<file path="config.mk">
export PLATFORM = sky130hd
export DESIGN_NAME = fetch
export DESIGN_NICKNAME = d
export VERILOG_FILES = /design/src/rtl/fetch.sv
export SDC_FILE = /design/constraint.sdc
export NUM_CORES = 1
export LEC_CHECK = 0
export CORE_ASPECT_RATIO = 0.8
export CORE_UTILIZATION = 45
export CTS_BUF_LIST = sky130_fd_sc_hd__clkbuf_2 sky130_fd_sc_hd__clkbuf_4 sky130_fd_sc_hd__clkbuf_8
export DETAILED_ROUTE_END_ITERATION = 16
export DONT_BUFFER_PORTS = 1
export PLACE_DENSITY = 0.65
export RECOVER_POWER = 25
export SLEW_MARGIN = 20
export SYNTH_ARGS = -nofsm -noshare
export SYNTH_HDL_FRONTEND = slang
export SYNTH_SLANG_ARGS = --single-unit
</file>
<file path="constraint.sdc">
create_clock -name i_clk -period 2.75 [get_ports i_clk]
set_input_delay 0.6875 -clock i_clk [delete_from_list [all_inputs] [get_ports i_clk]]
set_output_delay 0.6875 -clock i_clk [all_outputs]
set_load 0.01 [all_outputs]
</file>
<file path="src/rtl/fetch.sv">
// fetch: instruction-fetch stage; owns the PC, issues single-outstanding imem requests,
// buffers one response while decode stalls and redirects on flush.
module fetch #(
    parameter int              XLEN     = 32,
    parameter logic [XLEN-1:0] RESET_PC = '0,
    parameter logic [XLEN-1:0] NOP_INST = 32'h0000_0013
) (
    input  logic            i_clk,
    input  logic            i_rst_n,
    input  logic            i_stall,
    input  logic            i_flush,
    input  logic [XLEN-1:0] i_flush_pc,
    output logic            o_imem_req,
    output logic [XLEN-1:0] o_imem_addr,
    input  logic            i_imem_ack,
    input  logic [XLEN-1:0] i_imem_data,
    output logic [XLEN-1:0] or_inst,
    output logic [XLEN-1:0] or_pc,
    output logic            or_valid
);
    localparam logic [1:0] IDLE = 2'd0, FETCH = 2'd1, HOLD = 2'd2, DISCARD = 2'd3;

    logic [1:0]      state_q, state_d;
    logic [XLEN-1:0] pc_q, pc_d, req_addr_q, req_addr_d;
    logic [XLEN-1:0] hold_inst_q, hold_inst_d, hold_pc_q, hold_pc_d;
    logic [XLEN-1:0] inst_q, inst_d, opc_q, opc_d;
    logic            req_q, req_d, valid_q, valid_d;

    always_comb begin
        state_d     = state_q;
        pc_d        = pc_q;
        hold_inst_d = hold_inst_q;
        hold_pc_d   = hold_pc_q;
        inst_d      = inst_q;
        opc_d       = opc_q;
        valid_d     = valid_q;
        if (state_q == IDLE) begin
            state_d = FETCH;
        end else if (i_flush) begin
            pc_d        = i_flush_pc & ~XLEN'(3);
            inst_d      = NOP_INST;
            valid_d     = 1'b0;
            hold_inst_d = NOP_INST;
            hold_pc_d   = '0;
            state_d     = (req_q && !i_imem_ack) ? DISCARD : FETCH;
        end else if (state_q == FETCH && i_imem_ack) begin
            pc_d        = pc_q + XLEN'(4);
            hold_inst_d = i_stall ? i_imem_data : hold_inst_q;
            hold_pc_d   = i_stall ? pc_q : hold_pc_q;
            inst_d      = i_stall ? inst_q : i_imem_data;
            opc_d       = i_stall ? opc_q : pc_q;
            valid_d     = i_stall ? valid_q : 1'b1;
            state_d     = i_stall ? HOLD : FETCH;
        end else if (state_q == HOLD && !i_stall) begin
            inst_d  = hold_inst_q;
            opc_d   = hold_pc_q;
            valid_d = 1'b1;
            state_d = FETCH;
        end else if (state_q == DISCARD && i_imem_ack) begin
            state_d = FETCH;
        end
        req_d      = (state_d == FETCH) || (state_d == DISCARD);
        // the address of an unacknowledged request must not move, even when pc is redirected
        req_addr_d = (state_d == DISCARD) ? req_addr_q : pc_d;
    end

    always_ff @(posedge i_clk or negedge i_rst_n) begin
        if (!i_rst_n) begin
            state_q     <= IDLE;
            pc_q        <= RESET_PC;
            req_addr_q  <= RESET_PC;
            req_q       <= 1'b0;
            hold_inst_q <= NOP_INST;
            hold_pc_q   <= '0;
            inst_q      <= NOP_INST;
            opc_q       <= '0;
            valid_q     <= 1'b0;
        end else begin
            state_q     <= state_d;
            pc_q        <= pc_d;
            req_addr_q  <= req_addr_d;
            req_q       <= req_d;
            hold_inst_q <= hold_inst_d;
            hold_pc_q   <= hold_pc_d;
            inst_q      <= inst_d;
            opc_q       <= opc_d;
            valid_q     <= valid_d;
        end
    end

    assign o_imem_req  = req_q;
    assign o_imem_addr = req_addr_q;
    assign or_inst     = inst_q;
    assign or_pc       = opc_q;
    assign or_valid    = valid_q;
endmodule

</file>
-- After elaboration in Yosys (flattened, before gate mapping)
Index checks and enable logic that the tools add are counted.
- register bits: 196
- bits of input ports: 69
- output and inout bits: 98
- logic and storage cells: 61
- add/subtract/negate cells: 1
- eq/ne operators: 7
- muxes and demuxes: 27
- bitwise gates (word level): 2
- reduce and logical (&&, ||, !) cells: 15
- operators with widths (operator ; count):
    $mux 32 ; 16
    $add 32x3->32 const B ; 1
    $mux 2 ; 7
    $eq 2x2->1 const B ; 3
    $reduce_and 3->1 ; 2
    $reduce_bool 2->1 ; 3
    $eq 2x1->1 const B ; 2
    $logic_and 1x1->1 ; 4
    $mux 1 ; 4
    $reduce_and 4->1 ; 1
    $ne 3x3->1 const B ; 1
    $reduce_bool 3->1 ; 1
    $logic_not 1->1 ; 2
    $logic_not 2->1 ; 1
    $ne 2x2->1 const B ; 1
    $not 1->1 ; 2
    $logic_or 1x1->1 ; 1

-- Depth between registers and ports, before layout
Gate-level depths: netlist of the first run.
- depth after elaboration: 9
- gate-level depth with buffers: 9

-- Least setup slack after synthesis of the first run
No wires, ideal clock.
- path kind: input to register
- from: input i_imem_ack
- to: register req_addr_q[19] (netlist: o_imem_addr[19])
- arrival: 2.465 ns
- data required time: 2.625 ns
- path slack: 0.160 ns
- stages on the path: 7
- buffers on the path: 2
- cells stage by stage: buf_2 nand3b_4 or4_1 buf_2 o311a_1 a211o_1 mux2_4
- elaborated cells on any way between the ends: 14
- those cells by class: 1 x eq/ne; 9 x mux; 4 x reduce/logical
- RTL lines (element ; line ; RTL):
    from (decl) ; 15 ; input logic i_imem_ack,
    $logic_and 1x1->1 ; 46 ; end else if (state_q == FETCH && i_imem_ack) begin
    $mux 32 ; 46 ;
    $mux 32 ; 39 ; end else if (i_flush) begin
    $mux 32 ; 37 ; if (state_q == IDLE) begin
    via pc_d[19] ; 24 ; logic [XLEN-1:0] pc_q, pc_d, req_addr_q, req_addr_d;
    to (signal assigned) ; 81 ; req_addr_q <= req_addr_d;
    to (decl) ; 24 ;
The timed path passes the listed nets, and every way through them passes these cells.
A chain may end at the register's enable or synchronous reset.

-- Worst setup path after layout of the first run
- from: register pc_q[2]
- to: register req_addr_q[22] (netlist: o_imem_addr[22])
- longest elaborated chain between the ends: 4
- ends and longest elaborated chain (element ; line ; RTL):
    from (decl) ; 24 ;
    from (signal assigned) ; 80 ; pc_q <= pc_d;
    $add 32x3->32 ; 47 ; pc_d = pc_q + XLEN'(4);
    $mux 32 ; 46 ;
    $mux 32 ; 39 ;
    $mux 32 ; 37 ;
    via pc_d[22] ; 24 ;
The timed path passes the listed nets, and every way through them passes these cells.

==> reports/qor.yml, run 1 <==
synthesis:
  synth-simple-area-share: 0.160
  synth.ff_latch_count: 195
  synth-edff-count: 0
  seq_area_frac_synth: 0.567
  syn_inst: 831
  syn-num-nets: 901
  synth_compound_area_frac: 0.160
  ys_types: 57
  synth_top_area_share: 0.549
  synthTopCellsByArea: "dfrtp_1 (55%), nand2_1 (6.3%), a22o_1 (5.7%), mux2i_1 (3.9%), a31oi_1 (3.0%)"
  synth-main-ff-cell: "dfrtp_1"
  synthAdderAreaFrac: 0.00145
  synth_xor_area_frac: 0.00813
  syn_avg_cell_area_um2: 10.4
  synth-async-reset-ratio: 1.00
  synth_top_family_by_area: "simple AND/OR/NAND/NOR gates"
  yosysWarnings: 0
  synth_top_cell_by_area: "dfrtp_1"
  synthMuxAreaShare: 0.0673
  synth.cell_area_um2: 8620
outcome:
  violations: "negative hold slack"
  status: "finished, violations left"
pwr:
  p_per_area_nw_per_um2: 685
  ir_drop_mv: 0.287
  clkPwrFrac: 0.298
  internal-power_mw: 4.44
  power.switching_mw: 1.92
  p_leak_nw: 4.09
  p_seq_frac: 0.575
  swShare: 0.302
  comb_power_share: 0.127
cts:
  path_clk_slew_ns: 0.10
  cts_tree: "done"
  postCtsSetupBuffers: 0
  clkLatencyLatePin_ns: 0.46
  root_buffer: "clkbuf_8"
  numClockSinks: 195
  cts_buffers: 17
  clockBufferDepth: 2
  htree_levels: 4
  ctsResizeCount: 0
worst_setup_path:
  critPathArrivalTime_ns: 2.87
  slowest_delay_ns: 0.67
  endpoint_kind: "flop"
  r2r_setup_slack_ns: 0.28
  r2r_cells: 6
  cp_max_fo: 6
  crit_family: "simple AND/OR/NAND/NOR gates"
  reg2reg_to: "o_imem_addr[22]$_DFFE_PN0P_"
  path_buf_inv: 0
  crit_top_cell: "or4_1"
  slowest_stage: "or4_1"
  crit_chain: "ha_1, nand4b_4, or4_1, or4_1, o211ai_1, mux2_2"
  cp_data_required_time_ns: 3.15
  r2r_start: "pc_q[2]$_DFF_PN0_"
  setup.worst_path.start_class: "flop"
  crit_type: "reg2reg"
floorplanning:
  start_util: 0.468
  die_w_um: 157
  fp.dieH_um: 126
  core_um2: 18400
  num_rows: 44
  ios: 167
  fp.dieArea_um2: 19700
sta:
  drv_slew: 0
  setup_tns_ns: 0
  hold_viol: 189
  clock_skew_ns: 0.0186
  fin_crit_ns: 2.47
  holdWs_ns: -0.0892
  finalSetupViolCount: 0
  fin_crit_sh: 0.898
  fmaxAchievable_mhz: 405
  worst_pin_slew_ns: 1.01
  slew-limit-headroom: 0.324
  rsz0062_at_grt: "no"
placed_design:
  placed_cells: 1037
  dp_hpwl_mm: 14.8
  gp_congestion: 0.869
  port_buffers: 0
grt:
  grt_pass1_wl_mm: 36.4
  grt_usage: 0.240
  antenna_found_initial: 0
  gr-total-overflow: 0
  grt_max_degree: 196
  grt_pass1_vias: 6380
final_layout:
  diodes: 0
  n_fill_cell: 1693
  final_util: 0.504
  multi_input_area_um2: 3450
  final_cells: 1068
  drive_above_1_share: 0.123
  seq_area_um2: 4890
  layout_common_cells: "dfrtp_1 (189), nand2_1 (145), a22o_1 (56), nor2_1 (55), a31oi_1 (41)"
  final_common_cell: "dfrtp_1"
  nets: 873
  area_growth_pct: 7.72
drt:
  drtPass1Iterations: 5
  vias: 6377
  drc: 0
  wire_per_inst_um: 21.2
  antenna_left: 0
  via_per_inst: 5.97
  drt_iter0_markers: 620
  wl_mm: 22.7
job:
  drv_cap: 0
worst_hold_path:
  min_path_type: "in2async"
## synth_stat cells (2+ instances only)
cell type and n:
a21o_1 2, a21oi_1 17, a22o_1 56, a22oi_1 3, a311o_1 2, a31o_2 2
a31oi_1 41, a32oi_1 3, and2_1 3, and3_1 8, and4_1 3, buf_1 8
buf_2 6, clkbuf_1 56, dfrtp_1 189, dfstp_2 6, inv_1 7, mux2_2 20
mux2i_1 34, nand2_1 145, nand2b_1 4, nand3_1 13, nand3b_1 2, nand4_1 15
nor2_1 56, nor2b_1 3, nor3_1 12, nor4_1 10, nor4_2 2, o211ai_1 2
o21a_1 3, o21ai_0 38, o22a_1 4, o22ai_1 13, o31ai_1 7, or2_2 5
or3_1 2, or4_1 4, xnor2_1 5, xor2_1 3
## metal layers
layer | wire length (µm) | global-route usage
met1 | 10100 | 0.327
met2 | 10600 | 0.372
met3 | 1800 | 0.0771
met4 | 227 | 0.0582
met5 | 0 | 0
## cell families after synthesis
group | Yosys count
simple gates | 294
buf+inv | 79
fa+ha+maj | 1
mux | 55
flops | 195
compound gates | 199
xor+xnor | 8
## area by class of cell
cell class	instances	share of cell area
Inverter	8	0.00323
Clock inverter	11	0.0136
Tap cell	253	0.0341
Multi-Input combinational cell	557	0.371
Timing Repair Buffer	24	0.0221
Clock buffer	20	0.0296
Sequential cell	195	0.526
## worst max path at each step
| stage | start | end | slack (ns) | cells past startpoint |
|---|---|---|---|---|
| 6_report | pc_q[2]$_DFF_PN0_ | o_imem_addr[22]$_DFFE_PN0P_ | 0.28 | 6 |
| 5_1_grt | state_q[1]$_DFF_PN0_ | o_imem_addr[25]$_DFFE_PN0P_ | 0.13 | 7 |
| 4_1_cts | pc_q[2]$_DFF_PN0_ | o_imem_addr[20]$_DFFE_PN0P_ | 0.30 | 6 |
| 3_5_place_dp | i_imem_ack | o_imem_addr[17]$_DFFE_PN0P_ | 0.21 | 7 |
| 3_3_place_gp | i_imem_ack | o_imem_addr[17]$_DFFE_PN0P_ | 0.24 | 7 |
| 2_1_floorplan | i_imem_ack | o_imem_addr[19]$_DFFE_PN0P_ | 0.16 | 7 |
## registers in the layout (all words and copies together), names as in the netlist
| register | count |
|---|---|
| hold_pc_q | 32 |
| or_valid | 1 |
| or_pc | 32 |
| or_inst | 32 |
| pc_q | 32 |
| hold_inst_q | 32 |
| o_imem_addr | 32 |
| state_q | 2 |
## stage by stage
stage          power, mW  cell area, µm²  hold slack (ns)  worst slack (ns)
6_report            6.37            9290          -0.0892             0.281
5_1_grt             6.68            9290           -0.133             0.134
4_1_cts             6.43            9290           -0.128             0.297
3_5_place_dp        4.53            8890            0.395             0.209
3_3_place_gp        4.49            8890            0.397             0.238
2_1_floorplan       4.23            8620            0.392             0.160
## power by group through the flow
stage / Clock [mW] / Sequential (mW) / Combinational, mW
final: 1.90 / 3.66 / 0.807
after global routing: 2.06 / 3.72 / 0.905
after CTS: 1.96 / 3.66 / 0.812
after detailed placement: 0 / 3.72 / 0.807
after global placement: 0 / 3.71 / 0.785
after floorplan: 0 / 3.56 / 0.671
Note: power is estimated with default switching activity, not from simulation.
==> run 2: changes to the inputs <==
Settings changed: BUFFER_PORTS_ARGS set to -buffer_cell sky130_fd_sc_hd__buf_2, DONT_BUFFER_PORTS 1 to unset, PLACE_DENSITY 0.65 to 0.72.
==> run 2 against run 1 <==
  * The flow finishes with violations (max-capacitance violations, max-slew violations)
  * Fmax up 1.1%
  * Largest power group unchanged
  * Critical path depth unchanged
  * Combinational power up 62%
  * Clock power up 12%
  * Hold slack better by 0.52 ns
  * Count of clock-buffer cells in the layout unchanged
  * Global-route usage up 0.24 points
  * Sequential share of layout area down 5.1 points
  * Wire length up 0.39%
  * Flip-flop and latch count unchanged
  * Largest cell class unchanged
==> reports/qor.yml, run 2 (synthesis results as in run 1) <==
drt:
  drtPass1Iterations: 7  # was 5
  drt_iter0_markers: 671  # was 620
  wl_mm: 22.8  # was 22.7 mm
  vias: 6982  # was 6377
  wire_per_inst_um: 18.3  # was 21.2 µm
  antenna_left: 0  # unchanged
  via_per_inst: 5.61  # was 5.97
  drc: 0  # unchanged
grt:
  gr-total-overflow: 0  # unchanged
  grt_pass1_wl_mm: 36.7  # was 36.4 mm
  antenna_found_initial: 0  # unchanged
  grt_max_degree: 65  # was 196
  grt_usage: 0.243  # was 0.240
  grt_pass1_vias: 6737  # was 6380
final_layout:
  nets: 1048  # was 873
  final_area_um2: 10300  # was 9290 µm²
  final_common_cell: "dfrtp_1"  # unchanged
  diodes: 0  # unchanged
  area_growth_pct: 19.3  # was 7.72%
  layout_common_cells: "dfrtp_1 (189), buf_2 (163), nand2_1 (145), a22o_1 (56), nor2_1 (55)"  # was dfrtp_1 (189), nand2_1 (145), a22o_1 (56), nor2_1 (55), a31oi_1 (41)
  drive_above_1_share: 0.277  # was 0.123
sta:
  fin_crit_sh: 0.888  # was 0.898
  fmaxAchievable_mhz: 410  # was 405 MHz
  worst_pin_slew_ns: 1.64  # was 1.01 ns
  hold_viol: 0  # was 189
  setup_tns_ns: 0  # unchanged
  finalSetupViolCount: 0  # unchanged
  fin_crit_ns: 2.44  # was 2.47 ns
  clock_skew_ns: 0.0152  # was 0.0186 ns
  drv_slew: 64  # was 0
  slew-limit-headroom: -0.0942  # was 0.324
  rsz0062_at_grt: "no"  # unchanged
pwr:
  p_per_area_nw_per_um2: 674  # was 685 nW/µm²
  p_leak_nw: 4.87  # was 4.09 nW
  power_mw: 6.93  # was 6.37 mW
  ir_drop_mv: 0.400  # was 0.287 mV
cts:
  postCtsSetupBuffers: 0  # unchanged
  path_clk_slew_ns: 0.11  # was 0.10 ns
  clkLatencyLatePin_ns: 0.47  # was 0.46 ns
  htree_levels: 4  # unchanged
  cts_buffers: 17  # unchanged
  clockBufferDepth: 2  # unchanged
  ctsResizeCount: 0  # unchanged
  holdBufCountCts: 0
  numClockSinks: 195  # unchanged
  cts_tree: "done"  # unchanged
  root_buffer: "clkbuf_8"  # unchanged
outcome:
  status: "finished, violations left"  # unchanged
  violations: "max-capacitance violations, max-slew violations"  # was negative hold slack
worst_setup_path:
  cp_data_required_time_ns: 3.15  # about the same
  setup.worst_path.start_class: "flop"  # unchanged
  crit_start: "pc_q[2]$_DFF_PN0_"  # unchanged
  critPathArrivalTime_ns: 2.84  # was 2.87 ns
  r2r_start: "pc_q[2]$_DFF_PN0_"  # unchanged
  cp_max_fo: 6  # unchanged
  crit_type: "reg2reg"  # unchanged
  endpoint_kind: "flop"  # unchanged
job:
  drv_cap: 1  # was 0
floorplanning:
  die_w_um: 157  # unchanged
  core_um2: 18400  # unchanged
  ios: 167  # unchanged
  fp.dieH_um: 126  # unchanged
  start_util: 0.468  # unchanged
  num_rows: 44  # unchanged
  fp.dieArea_um2: 19700  # unchanged
placed_design:
  dp_hpwl_mm: 15.3  # was 14.8 mm
  port_buffers: 164  # was 0
  place_area_um2: 9850  # was 8890 µm²
  gp_congestion: 0.821  # was 0.869
worst_hold_path:
  holdCritStartpoint: "i_flush_pc[25]"
  min_path_type: "in2reg"  # was in2async
==> run 2: cell types whose count changed in the layout (fill, tap and decap cells not counted), sizes merged <==
cell	delta
buf	+173
clkinv	-5
inv	+3
bufinv	+2
clkbuf	+2
clkinvlp	+1
==> run 2: worst max-delay path, stage by stage, from the launching register on <==
cell and delay [ns]:
dfrtp_1 0.49, ha_1 0.26, nand4b_4 0.10, or4_1 0.66, nor4_1 0.32, mux2_2 0.38
a31oi_1 0.15
==> run 2: per-layer routing <==
metal | part of all wire | vias to the layer above | track usage
met5 | 0 | - | 0
li1 | - | 3273 | -
met3 | 0.067 | 22 | 0.0447
met4 | 0.012 | 0 | 0.0594
met1 | 0.48 | 3438 | 0.373
met2 | 0.44 | 249 | 0.353
==> run 2: area by class of cell <==
class	count	area (µm²)
timing repair buffer	199	1150
clock buffer	20	269
sequential	195	4890
clock inverter	12	193
fill	1655	8160
multi-input combinational	557	3450
inverter	8	30.0
tap	253	317
==> run 2: report_power, final <==
part           internal [mW]  switching [mW]
clock                   1.07            1.06
sequential              3.20           0.293
combinational          0.556           0.749
==> run 2: final timing paths <==
check / cells past startpoint / end / slack (ns)
worst max-delay path: 6 / o_imem_addr[20]$_DFFE_PN0P_ / 0.31
worst min-delay path: 3 / pc_q[25]$_DFF_PN0_ / 0.43
min in group asynchronous: 1 / hold_inst_q[30]$_DFFE_PN0P_ / 0.61
max in group asynchronous: 2 / or_inst[13]$_DFFE_PN0P_ / 0.60
worst min register to register: 2 / or_inst[0]$_DFFE_PN1P_ / 0.46
worst max register to register: 6 / o_imem_addr[20]$_DFFE_PN0P_ / 0.31
==> run 2: per-stage QoR <==
step,setup slack (ns),hold slack (ns),std cells,utilization
after CTS,0.288,0.194,1244,0.559
after global routing,0.169,0.412,1244,0.558
after global placement,0.121,0.452,1212,0.534
final,0.308,0.430,1244,0.558
after floorplan,0.160,0.392,831,-
after detailed placement,0.0908,0.448,1212,0.534
